File: src/rtl/cellrv32_npu_pkg.sv
// cellrv32_npu_pkg: shared NPU arbiter types
package cellrv32_npu_pkg;
  typedef enum logic {IDLE, BURST} npu_arb_state_t;
endpackage

File: src/rtl/cellrv32_npu_rr_pick.sv
// cellrv32_npu_rr_pick: first set request scanning upward from ptr+1, wrapping
module cellrv32_npu_rr_pick #(
  parameter int N = 4,
  localparam int W = $clog2(N)
) (
  input  logic [N-1:0] req,
  input  logic [W-1:0] ptr,
  output logic [W-1:0] idx,
  output logic         valid
);
  logic [W-1:0] k;
  always_comb begin
    idx = '0;
    valid = 1'b0;
    k = '0;
    for (int o = N; o >= 1; o--) begin
      k = W'((int'(ptr) + o) % N);
      if (req[k]) begin
        idx = k;
        valid = 1'b1;
      end
    end
  end
endmodule

File: src/rtl/cellrv32_npu_fifo_arb.sv
// cellrv32_npu_fifo_arb: round-robin burst arbiter feeding one FIFO write port with its own occupancy count
module cellrv32_npu_fifo_arb
  import cellrv32_npu_pkg::*;
#(
  parameter int NUM_REQ    = 4,
  parameter int DATA_W     = 8,
  parameter int FIFO_DEPTH = 32,
  parameter int MAX_BURST  = 8
) (
  input  logic                              clk_i,
  input  logic                              rstn_i,
  input  logic [NUM_REQ-1:0]                req_i,
  input  logic [NUM_REQ*DATA_W-1:0]         data_i,
  input  logic [NUM_REQ-1:0]                last_i,
  output logic [NUM_REQ-1:0]                ack_o,
  output logic [DATA_W-1:0]                 fifo_data_o,
  output logic                              fifo_we_o,
  input  logic                              fifo_rd_i,
  output logic [$clog2(FIFO_DEPTH+1)-1:0]   level_o,
  output logic [$clog2(NUM_REQ)-1:0]        owner_o,
  output logic                              busy_o
);
  localparam int LVL_W = $clog2(FIFO_DEPTH + 1);
  localparam int OWN_W = $clog2(NUM_REQ);
  localparam int BC_W  = $clog2(MAX_BURST + 1);
  localparam logic [LVL_W-1:0] FULL   = LVL_W'(FIFO_DEPTH);
  localparam logic [BC_W-1:0]  BC_END = BC_W'(MAX_BURST - 1);
  npu_arb_state_t state_q, state_d;
  logic [OWN_W-1:0] owner_q, owner_d, ptr_q, ptr_d, pick_idx;
  logic [BC_W-1:0]  bcnt_q, bcnt_d;
  logic [LVL_W-1:0] level_q, level_d;
  logic             pick_valid, wr, rd_eff;
  cellrv32_npu_rr_pick #(.N(NUM_REQ)) u_pick (
    .req   (req_i),
    .ptr   (ptr_q),
    .idx   (pick_idx),
    .valid (pick_valid)
  );
  always_comb begin
    wr = (state_q == BURST) && req_i[owner_q] && (level_q < FULL);
    rd_eff = fifo_rd_i && (level_q != '0);
    level_d = level_q + LVL_W'(wr) - LVL_W'(rd_eff);
    fifo_we_o = wr;
    fifo_data_o = '0;
    ack_o = '0;
    for (int k = 0; k < NUM_REQ; k++) begin
      if (wr && owner_q == OWN_W'(k)) begin
        ack_o[k] = 1'b1;
        fifo_data_o = data_i[k*DATA_W +: DATA_W];
      end
    end
    state_d = state_q;
    owner_d = owner_q;
    ptr_d = ptr_q;
    bcnt_d = bcnt_q;
    if (state_q == IDLE) begin
      if (pick_valid) begin
        state_d = BURST;
        owner_d = pick_idx;
        bcnt_d = '0;
      end
    end else begin
      bcnt_d = wr ? bcnt_q + BC_W'(1) : bcnt_q;
      if ((wr && (last_i[owner_q] || bcnt_q == BC_END)) || !req_i[owner_q]) begin
        state_d = IDLE;
        ptr_d = owner_q;
      end
    end
  end
  always_ff @(posedge clk_i or negedge rstn_i) begin
    if (!rstn_i) begin
      state_q <= IDLE;
      owner_q <= '0;
      ptr_q <= OWN_W'(NUM_REQ - 1);
      bcnt_q <= '0;
      level_q <= '0;
    end else begin
      state_q <= state_d;
      owner_q <= owner_d;
      ptr_q <= ptr_d;
      bcnt_q <= bcnt_d;
      level_q <= level_d;
    end
  end
  assign level_o = level_q;
  assign owner_o = owner_q;
  assign busy_o  = (state_q == BURST);
endmodule

File: config.mk
export PLATFORM = sky130hd
export DESIGN_NAME = cellrv32_npu_fifo_arb
export DESIGN_NICKNAME = d
export VERILOG_FILES = /design/src/rtl/cellrv32_npu_pkg.sv /design/src/rtl/cellrv32_npu_rr_pick.sv /design/src/rtl/cellrv32_npu_fifo_arb.sv
export SDC_FILE = /design/constraint.sdc
export NUM_CORES = 1
export LEC_CHECK = 0
export ABC_AREA = 1
export BUFFER_PORTS_ARGS = -buffer_cell sky130_fd_sc_hd__buf_2
export CORE_MARGIN = 5
export CORE_UTILIZATION = 39
export CTS_CLUSTER_SIZE = 28
export DETAILED_ROUTE_END_ITERATION = 10
export PLACE_DENSITY = 0.65
export SYNTH_ARGS = -nofsm -noshare
export SYNTH_HDL_FRONTEND = slang
export SYNTH_SLANG_ARGS = --single-unit
File: constraint.sdc
create_clock -name clk_i -period 2.4 [get_ports clk_i]
set_input_delay 0.12 -clock clk_i [delete_from_list [all_inputs] [get_ports clk_i]]
set_output_delay 0.12 -clock clk_i [all_outputs]
set_load 0.01 [all_outputs]
; ---- Yosys cells after proc, flatten, opt, wreduce, memory -nomap -nowiden
; Cells that the tools add are included.
[word_totals]
out_inout_bits = 22
n_memories = 0
ramBits = 0
wordCells = 75
rom_bits = 0
latch_bits = 0
regBits = 15
[classes]
add_sub_neg = 7
shift = 0
div_mod_pow = 0
n_mux = 34
n_eq_ne = 5
magnitude_cmp = 6
n_mul = 0
reduce_logical = 17
n_bitwise = 1
[ops]
columns = op, count
row1 = two-way mux 8 bit, 4
row2 = two-way mux 1 bit, 17
row3 = < comparator 2 x 3 -> 1 bit (second input constant), 5
row4 = binary-select mux 1 bit (select 2 bit), 6
row5 = two-way mux 4 bit, 3
row6 = logical AND 1 bit, 8
row7 = two-way mux 2 bit, 4
row8 = adder 6 x 1 -> 6 bit, 1
row9 = < comparator 6 bit (second input constant), 1
row10 = AND reduction 2 bit, 3
row11 = nonzero test 6 bit, 1
row12 = subtractor 6 x 1 -> 6 bit, 1
row13 = adder 2 x 1 -> 2 bit (second input constant), 2
row14 = adder 2 bit (second input constant), 2
row15 = adder 4 x 1 -> 4 bit (second input constant), 1
row16 = == test 2 bit (second input constant), 2
row17 = == test 4 x 3 -> 1 bit (second input constant), 1
row18 = == test 2 x 1 -> 1 bit (second input constant), 1
row19 = zero test 2 bit, 1
row20 = logical OR 1 bit, 2
row21 = inequality test 2 bit (second input constant), 1
row22 = nonzero test 2 bit, 1
row23 = zero test 1 bit, 1
row24 = NOT 1 bit, 1

; ---- Depth between registers and ports, before layout
[logic_depth]
word_depth = 9
ltp_mapped = 16
ltp_nobuf = 15

; ---- Cells and area by module
; Synthesis repeated with hierarchy kept, for this count alone.
[hier_totals]
hier_cells = 219
hier_area_um2 = 1577.8
[modules_own_cells]
columns = module, cells_each, n_inst, seq_area_each_um2, area_each_um2
row1 = cellrv32_npu_fifo_arb, 170, 1, 377.9, 1351.3
row2 = cellrv32_npu_rr_pick, 49, 1, 0.0, 226.5

; ---- Worst setup path after synthesis
; Ideal clock, no wire load.
[synth_path]
kind = reg2reg
startpoint = register owner_q[0], in the netlist owner_o[0]
endpoint = register level_q[4], in the netlist level_o[4]
setup_slack_ps = 199
arrival_time_ps = 2078
setup_time_ps = 122
stages_incl_launch_ff = 12
cell_sequence = dfrtp_1 buf_6 nor2_4 nand2_2 nand4_4 nand2_4 inv_2 ha_1 inv_1 fa_1 o21a_1 xnor2_1
[synth_via]
elab_chain_cells = 6
[synth_lines]
columns = element, line
row1 = start: declaration, cellrv32_npu_fifo_arb.sv:29  ; logic [OWN_W-1:0] owner_q, owner_d, ptr_q, ptr_d, pick_idx;
row2 = start signal: assignment, cellrv32_npu_fifo_arb.sv:79  ; owner_q <= owner_d;
row3 = binary-select mux 1 bit (select 2 bit), cellrv32_npu_fifo_arb.sv:40  ; wr = (state_q == BURST) && req_i[owner_q] && (level_q < FULL);
row4 = two-way mux 1 bit (not written as such), cellrv32_npu_fifo_arb.sv:40
row5 = logical AND 1 bit (2 in a row), cellrv32_npu_fifo_arb.sv:40
row6 = via fifo_we_o, cellrv32_npu_fifo_arb.sv:17  ; output logic fifo_we_o,
row7 = adder 6 x 1 -> 6 bit, cellrv32_npu_fifo_arb.sv:42  ; level_d = level_q + LVL_W'(wr) - LVL_W'(rd_eff);
row8 = subtractor 6 x 1 -> 6 bit, cellrv32_npu_fifo_arb.sv:42
row9 = via level_d[4], cellrv32_npu_fifo_arb.sv:31  ; logic [LVL_W-1:0] level_q, level_d;
row10 = end signal: assignment, cellrv32_npu_fifo_arb.sv:82  ; level_q <= level_d;
row11 = end: declaration, cellrv32_npu_fifo_arb.sv:31
; The timed path passes the listed nets, and every way through them passes these cells. The select of a mux whose other input is x is not followed.
; A chain may end at the register's enable or synchronous reset.

; ---- Worst setup path in the final report
[layout_path]
startpoint = register level_q[4], in the netlist level_o[4]
endpoint = register level_q[4], in the netlist level_o[4]
[layout_via]
elab_chain_cells = 4
elab_cells_between_ends = 6
classes_between = add/sub: 2 / order compare: 1 / reduce/logical: 3
[layout_lines]
columns = element, line
row1 = < comparator 6 bit, cellrv32_npu_fifo_arb.sv:40
row2 = logical AND 1 bit, cellrv32_npu_fifo_arb.sv:40
row3 = adder 6 x 1 -> 6 bit, cellrv32_npu_fifo_arb.sv:42
row4 = subtractor 6 x 1 -> 6 bit *, cellrv32_npu_fifo_arb.sv:42
row5 = via level_d[4], cellrv32_npu_fifo_arb.sv:31
; Mark *: on every way through the listed nets, which the timed path passes. The rest lies on a longest branch.

==> results.md <==
* Area growth, synth to finish at 28.9%
* Yosys reg bits at 15
* Biggest area consumer among synthesized cells: dfrtp_1
* Final worst slack at 0.157 ns
* Reg-to-Reg End: level_o[4]
* Worst-path cell chain: inv_1 > ha_1 > nand3_1 > o21a_1 > ha_1 > inv_1 > ha_1 > inv_1 > fa_1 > o21a_1 > xnor2_1
* Post-route DRC violation count at 0
* Gpl congestion at 0.858
* Top layer in use: met4
* Seq pwr share at 20.5%
* Filler Cell Count at 392
* Warnings from Yosys at 0
* Longest Clk Path Bufs at 2
* DP Worst Slack at 0.150 ns
* Initial antenna violation count at 0
* TritonCTS clock tree: yes
* Final wirelength at 4210 µm
* Detailed Place HPWL at 3430 µm
* H-tree depth at 1
* Worst setup EP type: register
* Vias in the first global route at 1505
* Placed instance count at 328
* VDD IR-drop max at 0.000875 V
* Post-Syn Instances at 216
* Worst Path Arrival at 2.38 ns
* Sw Ratio at 53.0%
* CORE AREA at 0.00372 mm²
* Max stage delay cell, worst path: fa_1
* CP startpoint: level_o[4]
* Period utilization at 93.5%
* Drt pass-1 iters at 4
* Crit Path Category: reg -> reg
* DR WL/cell at 12.6 µm
* Internal power at 1.25 mW
* Top cells by area, synth: dfrtp_1 21%, nand4_1 16%, nand2_1 13%, ha_1 7.4%, inv_1 6.2%
* Hold Vio Cnt, Final at 0
* Gr ovfl total at 0
* Met3 wire length at 404 µm
* Met2 WL at 1910 µm
* WL met1 at 1840 µm
* Total CTS buffers at 3
* Die Width at 72.4 µm
* Io pins at 65
* Peak Freq at 446 MHz
* R2R depth at 11
* Post-Layout Cell Count at 333
* Port Buffers at 64
* Unrepaired setup endpoints after global routing: false
* Clk slew on worst S/H paths at 0.06 ns
* Starting Density at 40.9%
* Routed vias at 1690
* Post-Syn Area at 0.00152 mm²
* Initial DRC Count at 66
* Share of the synthesized area in the top cell type at 21.4%
* Sequential area share after synthesis at 24.9%
* Rel. slew slack at 78.3%
* CP required at 2.54 ns
* Reg2reg start: level_o[4]
* Clock Root Buffer: clkbuf_8
* Mapped Nets at 269
* Gate power share at 71.9%
* Slew Viols, Final at 0
* Setup-failing EPs final at 0
* Share of cells above drive strength 1 at 35.4%
* Worst Tran Pin Value at 0.326 ns
* Synth unique cells at 31
* Min Tclk post-route at 2.24 ns
* P per Cell Area at 1360 mW/mm²
* Net Sw Power at 1.41 mW
* Clock power share at 7.6%
* Power, Total at 2.66 mW
* Status: completed
* Worst hold-check path type: in -> async
* First-pass GRT wire length at 6640 µm
* Ant diodes at 0
* Synthesized area per cell at 7.04 µm²
* Max-cap viol count at 0
* Clk sinks at 15
* Pin count of the biggest net entering global routing at 33
* Row count at 22
* Register area at 378 µm²
* Critical path's largest stage delay at 0.40 ns
* R2r setup slk at 0.16 ns
* Critical path launch point type: register
* Clock Skew at 0.00393 ns
* Die area at 0.00525 mm²
* Vias per cell at 5.08
* Setup TNS Final at 0 ns
* Post-route antenna net violation count at 0
* Final nets at 339
* Tot GR Track Use at 15.7%
* Die height at 72.4 µm
* CP Max Fanout at 2
* Multi-input gate area at 955 µm²
* Leak Pwr at 1.10 nW
* Clock Latency Late Sink at 0.25 ns
-- layer usage --
metal / global-route usage, % / vias to the layer above
li1: - / 875
met1: 20.1 / 738
met2: 26.8 / 72
met3: 2.49 / 5
met4: 5.12 / 0
met5: 0 / -
-- what timing repair did --
item / 4_1_cts / 5_1_grt
hold buffers: 1 / 0
resized for setup: 0 / 2
endpoints found under the hold margin: 13 / 0
buffers inserted: 0 / 0
setup endpoints to repair: 0 / 2
-- area by class of cell --
| type | instances | share of cell area, % |
|---|---|---|
| multi-input combinational | 161 | 48.7 |
| timing repair buffer | 74 | 20.3 |
| sequential | 15 | 19.3 |
| inverter | 31 | 6.32 |
| tap | 48 | 3.07 |
| clock buffer | 4 | 2.30 |
-- power groups by stage --
| stage | clock network, mW | logic, mW | registers (mW) |
|---|---|---|---|
| 6_report | 0.202 | 1.92 | 0.546 |
| 5_1_grt | 0.221 | 2.17 | 0.568 |
| 4_1_cts | 0.211 | 1.93 | 0.547 |
| 3_5_place_dp | 0 | 1.92 | 0.551 |
| 3_3_place_gp | 0 | 1.93 | 0.544 |
| 2_1_floorplan | 0 | 1.45 | 0.526 |
-- worst max-delay path: cells and delay by family (launching register included) --
| family | cells | cell delay (ns) |
|---|---|---|
| AOI/OAI and AO/OA | 2 | 0.39 |
| xor gates and xnor gates | 1 | 0.12 |
| adders and majority gates | 4 | 0.96 |
| buffers and inverters | 3 | 0.20 |
| DFF | 1 | 0.38 |
| and+or+nand+nor | 1 | 0.08 |
-- cell usage in the layout, fill, tap and decap left out, types with 2 or more instances in the layout --
cell | Yosys | routed
inv_4 | 3 | 3
ha_1 | 9 | 9
nand4_1 | 40 | 40
o21a_1 | 2 | 2
nor2_1 | 11 | 11
dfstp_2 | 2 | 2
o21ai_1 | 2 | 3
nand2_1 | 54 | 54
inv_2 | 3 | 4
a21oi_1 | 4 | 4
buf_4 | 4 | 9
nand2_4 | 2 | 2
buf_2 | 0 | 64
nor3_1 | 4 | 4
nand2_2 | 5 | 5
nor2_8 | 2 | 2
nand3_1 | 13 | 13
clkbuf_8 | 0 | 3
nor2_2 | 2 | 2
inv_1 | 25 | 24
xnor2_1 | 2 | 2
dfrtp_1 | 13 | 13
-- worst max-delay path by stage --
stage | endpoint | depth (start not counted) | slack, ns
6_report | level_o[4] | 11 | 0.16
2_1_floorplan | level_o[4] | 11 | 0.20
3_5_place_dp | level_o[4] | 11 | 0.15
3_3_place_gp | level_o[4] | 11 | 0.21
4_1_cts | level_o[4] | 11 | 0.13
5_1_grt | level_o[4] | 11 | 0.02
-- sequential cells by signal (all words and copies together) (netlist names) --
name     flops
ptr_q        2
level_o      6
owner_o      2
busy_o       1
bcnt_q       4
-- kinds of logic (layout without fill, tap and decap cells) --
kind of cell | count (synthesis) | after routing | share of synthesized area [%]
flops | 15 | 15 | 24.9
fa+ha+maj | 10 | 10 | 8.72
buf+inv | 40 | 109 | 12.3
simple gates | 138 | 138 | 48.7
compound gates | 11 | 11 | 4.20
xor+xnor | 2 | 2 | 1.15
-- cells in the mapped netlist, drive strengths merged --
library cell / instances
nand2: 61
nand4: 41
inv: 31
nor2: 16
dfrtp: 13
nand3: 13
ha: 9
buf: 7
o21ai: 5
a21oi: 4
nor3: 4
clkbuf: 2
dfstp: 2
o21a: 2
or2: 2
xnor2: 2
fa: 1
nand3b: 1
-- through the flow --
stage	instance area [µm²]	hold WS, ns	util, %
final	1960	0.293	52.7
after global routing	1960	0.345	52.7
after CTS	1960	0.303	52.7
after detailed placement	1900	0.0380	51.2
after global placement	1900	0.0388	51.2
after floorplan	1520	-0.176	-
Power figures use the tool's default switching activity.
